### config.mk
export PLATFORM = sky130hd
export DESIGN_NAME = vc_plane_buffer
export DESIGN_NICKNAME = d
export VERILOG_FILES = /design/src/rtl/vc_plane_buffer.sv
export SDC_FILE = /design/constraint.sdc
export NUM_CORES = 1
export LEC_CHECK = 0
export ABC_AREA = 1
export ABC_CLOCK_PERIOD_IN_PS = 3200
export CAP_MARGIN = 30
export CORE_MARGIN = 3
export CORE_UTILIZATION = 40
export CTS_BUF_LIST = sky130_fd_sc_hd__clkbuf_8
export CTS_CLUSTER_SIZE = 40
export DETAILED_ROUTE_END_ITERATION = 6
export HOLD_SLACK_MARGIN = 0.1
export PLACE_DENSITY = 0.59
export SETUP_SLACK_MARGIN = 0.5
export SYNTH_ARGS = -nofsm -noshare
export SYNTH_HDL_FRONTEND = slang
export SYNTH_SLANG_ARGS = --single-unit
### constraint.sdc
create_clock -name clk -period 3.2 [get_ports clk]
set_input_delay 0.64 -clock clk [delete_from_list [all_inputs] [get_ports clk]]
set_output_delay 0.64 -clock clk [all_outputs]
set_load 0.02 [all_outputs]
### src/rtl/vc_plane_buffer.sv
// vc_plane_buffer: per-VC input FIFOs steered by VC tag, drained by the plane selector
module vc_plane_buffer #(
  parameter int VC = 4,
  parameter int DATA_WIDTH = 32,
  parameter int DEPTH = 4
) (
  input  logic                  clk,
  input  logic                  rst,
  input  logic [DATA_WIDTH-1:0] in_data,
  input  logic [VC:0]           in_vc,
  input  logic                  in_valid,
  output logic                  in_ready,
  input  logic [VC:0]           VCPlaneSelector,
  output logic [DATA_WIDTH-1:0] out_data,
  output logic [VC:0]           out_vc,
  output logic                  out_valid,
  input  logic                  out_ready,
  output logic [VC-1:0]         vc_full,
  output logic [VC-1:0]         vc_empty,
  output logic                  drop_err
);
  localparam int AW = $clog2(DEPTH);
  localparam int CW = AW + 1;
  localparam int IW = VC > 1 ? $clog2(VC) : 1;
  logic [DATA_WIDTH-1:0] mem [VC][DEPTH];
  logic [AW-1:0] wptr [VC];
  logic [AW-1:0] rptr [VC];
  logic [CW-1:0] cnt [VC];
  logic in_ok, sel_ok, we, re;
  logic [IW-1:0] wi, si;
  assign in_ok = in_vc < (VC+1)'(VC);
  assign sel_ok = VCPlaneSelector < (VC+1)'(VC);
  assign wi = in_vc[IW-1:0];
  assign si = VCPlaneSelector[IW-1:0];
  assign in_ready = !in_ok || !vc_full[wi];
  assign we = in_valid && in_ok && !vc_full[wi];
  assign out_valid = sel_ok && !vc_empty[si];
  assign out_data = sel_ok ? mem[si][rptr[si]] : '0;
  assign out_vc = VCPlaneSelector;
  assign re = out_valid && out_ready;
  always_comb begin
    vc_full = '0;
    vc_empty = '0;
    for (int i = 0; i < VC; i++) begin
      vc_full[i] = cnt[i] == CW'(DEPTH);
      vc_empty[i] = cnt[i] == '0;
    end
  end
  always_ff @(posedge clk or negedge rst) begin
    if (!rst) begin
      for (int i = 0; i < VC; i++) begin
        wptr[i] <= '0;
        rptr[i] <= '0;
        cnt[i] <= '0;
      end
      drop_err <= 1'b0;
    end else begin
      for (int i = 0; i < VC; i++) begin
        if (we && wi == IW'(i)) wptr[i] <= wptr[i] + 1'b1;
        if (re && si == IW'(i)) rptr[i] <= rptr[i] + 1'b1;
        cnt[i] <= cnt[i] + CW'(we && wi == IW'(i)) - CW'(re && si == IW'(i));
      end
      drop_err <= in_valid && !in_ok;
    end
  end
  // storage is deliberately left unreset; counts alone define validity
  always_ff @(posedge clk) begin
    for (int i = 0; i < VC; i++)
      if (we && wi == IW'(i)) mem[i][wptr[i]] <= in_data;
  end
endmodule

==> results of run 1 <==
==> state kept, by name, indices dropped and copies added (netlist names) <==
signal / cells
rptr: 8
drop_err: 1
mem: 512
cnt: 12
wptr: 8
==> critical path, stage by stage, from the launching register on <==
cell and delay [ns]:
dfrtp_1 0.39, buf_6 0.13, nand2_2 0.05, nand2_2 0.06, nand2_4 0.08, nand2_8 0.08
buf_12 0.15, buf_16 0.14, nand2_1 0.09, nand3_2 0.11, a21oi_2 0.15, buf_4 0.13
buf_6 0.11
==> kinds of logic (layout without fill, tap and decap cells) <==
logic type                 Yosys count  after routing
adders and majority gates           28             28
DFF                                541            541
buffers and inverters              200            498
AOI/OAI and AO/OA                   33             33
xor gates and xnor gates             6              6
and+or+nand+nor                   1232           1232
==> through the flow <==
step                      hold WS (ns)  setup slack, ns  cells
after floorplan                  0.344          0.00849   2040
after global placement           0.452           -0.310   2891
after detailed placement         0.458           -0.327   2891
after CTS                        0.325            0.162   3066
after global routing             0.361            0.128   3086
final                            0.360            0.224   3086
==> cell usage in the layout (no fill, tap or decap), types with 2 or more instances in the layout <==
master           synthesis  layout
a21oi_4                  0       8
nand2_2                  0      30
buf_6                    0      40
nand2_1                581     547
inv_2                    3       2
nand4_1                 16      16
inv_6                    0       2
nand2_4                  0       3
inv_1                   66     100
clkbuf_8                 0      96
nand3_2                  0      41
fa_1                     4       4
buf_16                   0       2
nand3_4                  0       4
dlygate4sd2_1            0       8
nor2_2                   3       3
clkbuf_16                0       3
buf_8                    0       7
buf_4                   11     102
nor3_2                   0       2
inv_8                    0       2
inv_4                    0       2
ha_1                    24      24
dfrtp_1                 29      28
clkinv_2                 0       6
nor2_1                 159     140
nand3_1                466     421
a21oi_2                  0      23
xor2_1                   2       2
clkdlybuf4s50_1          0      49
nor2_4                   1      20
nor3_1                   5       3
buf_12                   0      51
xnor2_1                  4       4
edfxtp_1               512     512
clkinv_1                 0      22
==> worst max path at each step <==
stage	startpoint	endpoint	slack (ns)	depth (start not counted)
6_report	rptr[0]	out_data[17]	0.22	12
4_1_cts	rptr[0]	out_data[9]	0.16	12
5_1_grt	rptr[0]	out_data[17]	0.13	12
3_5_place_dp	VCPlaneSelector[0]	out_data[9]	-0.33	13
3_3_place_gp	VCPlaneSelector[0]	out_data[9]	-0.31	13
2_1_floorplan	in_vc[4]	mem[1][0]	0.008	6
==> cell type report <==
| type | count | area (um2) | share of cell area (%) |
|---|---|---|---|
| clock buffers | 94 | 1290 | 4.53 |
| clock inverters | 69 | 314 | 1.10 |
| inverters | 69 | 272 | 0.951 |
| multi-input cells | 1299 | 6570 | 23.0 |
| flip-flops and latches | 541 | 16100 | 56.4 |
| well taps | 748 | 936 | 3.28 |
| repair buffers | 266 | 3070 | 10.8 |
==> report_power, final <==
group / internal [uW] / total (uW) / switching [uW]
logic: 1330 / 3210 / 1870
clock network: 2800 / 5510 / 2710
registers: 7940 / 8100 / 165
total: 12100 / 16800 / 4750
==> timing repair <==
item / 4_1_cts / 5_1_grt
buffers inserted: 10 / 17
cloned: 2 / 3
hold buffers: 0 / 0
hold endpoints to repair: 0 / 0
endpoints found under the setup margin: 42 / 33
pin swaps: 34 / 35
gates resized for setup: 264 / 106
==> routing by layer <==
layer	vias up	part of all wire [%]	track usage, %
li1	7548	-	-
met1	7771	43	27.5
met2	501	47	33.3
met3	140	6.3	3.87
met4	4	3.2	7.69
met5	-	0.043	0
==> flow_summary.ini, run 1 <==
[floorplan]
num_rows = 86
die-area_mm2 = 0.0600
start_util_pct = 40.9
io_pins = 94
dieWidth_um = 245
core_area_mm2 = 0.0558
fp.dieH_um = 245

[clocking]
clk_pin_slew_worst_paths_ns = 0.06
clkSinkCount = 541
clockBufferDepth = 3
htree_levels = 3
cts_made_buffers = 90
root_buffer = clkbuf_8
clk_latency_ns = 0.68
cts_tree = done

[synth]
yosys-top-cells-area = edfxtp_1 67%, nand3_1 10%, nand2_1 9.5%, dfrtp_1 3.2%, nor2_1 2.6%
synth.most_common_cell = nand2_1
yosys.area_share.simple_pct = 23.1
synth_nets = 2114
synth-seq-area-share_pct = 70.5
ys_warn_count = 0
synth_top_area_cell = edfxtp_1
async_reset_ff_share_pct = 5.36
synth_top_area_share_pct = 67.3
synthAdderAreaFrac_pct = 1.66
synthXorXnorAreaFrac_pct = 0.230
synth-compound-area-share_pct = 0.723
synthMuxAreaShare_pct = 0
synth_top_family_by_area = simple AND/OR/NAND/NOR gates
syn_area_mm2 = 0.0228
synth_ff_type = edfxtp_1
ys_ff_latch = 541
yosys-top-cells-count = 581 x nand2_1, 512 x edfxtp_1, 466 x nand3_1
synth_cell_types = 22
syn_inst = 2040
postSynthAreaPerCell_um2 = 11.2
synth-edff-count = 512

[pwr]
vdd_drop_max_v = 0.000389
power_leakage_uw = 0.0113
p_total_uw = 16800
powerDensity_mw_per_mm2 = 589

[timing]
max_freq_ghz = 0.336
relSlewSlack_pct = 58.9
worst_pin_slew_ns = 0.615
hold_viol_final = 0
setup_violations = 0
post-route-min-period_ns = 2.98
rsz0062_at_grt = yes
fin_tns_setup_ns = 0
slew_violations = 0
finalCritPeriodShare_pct = 93.0
fin_skew_ns = 0.0313

[cells_and_area]
final_util_pct = 51.1
finalNetCount = 2341
nFillCells = 4842
area_delta_synth_final_pct = 25.0
final_area_mm2 = 0.0286
drive_gt1_share_pct = 19.5
antenna_cells = 0

[worst_setup_path]
critPathLaunchType = register
worstPathArrival_ns = 2.34
r2r_start = cnt[4]
crit_type = register to output port
r2r-end = cnt[11]
cp.required_ns = 2.56
cp-end-kind = output port
ff2ff_setup_slack_ns = 0.77
rr_worst_depth = 14
critPathMaxFanout = 6

[routing]
via_per_inst = 5.17
post_drt_wl_per_cell_um = 20.2
drc_errors = 0
postRouteAntennaNets = 0
drt_iter0_markers = 1265
wirelength_mm = 62.2
vias = 16000
drtPass1Iterations = 5

[placement]
dp_hpwl_mm = 34.3
gp_congestion = 0.805
placed_cell_area_mm2 = 0.0259
numPortBuffers = 93

[run]
cap_viol_max_count = 0

[global_route]
antenna_found_initial = 2
grt_pass1_wl_mm = 93.8
grt_pass1_vias = 15900
overflow = 0
track_usage_pct = 20.5
grt_max_degree = 62

[worst_hold_path]
worst_hold_path_type = input pin to asynchronous set/reset pin

[status]
status = completed
No activity file was read; power rests on OpenSTA's default activity.
==> run 2, diff against run 1 <==
- CAP_MARGIN: 30 -> 20
==> results of run 2 <==
Final layout, timing and power as in run 1 (identical DEF).
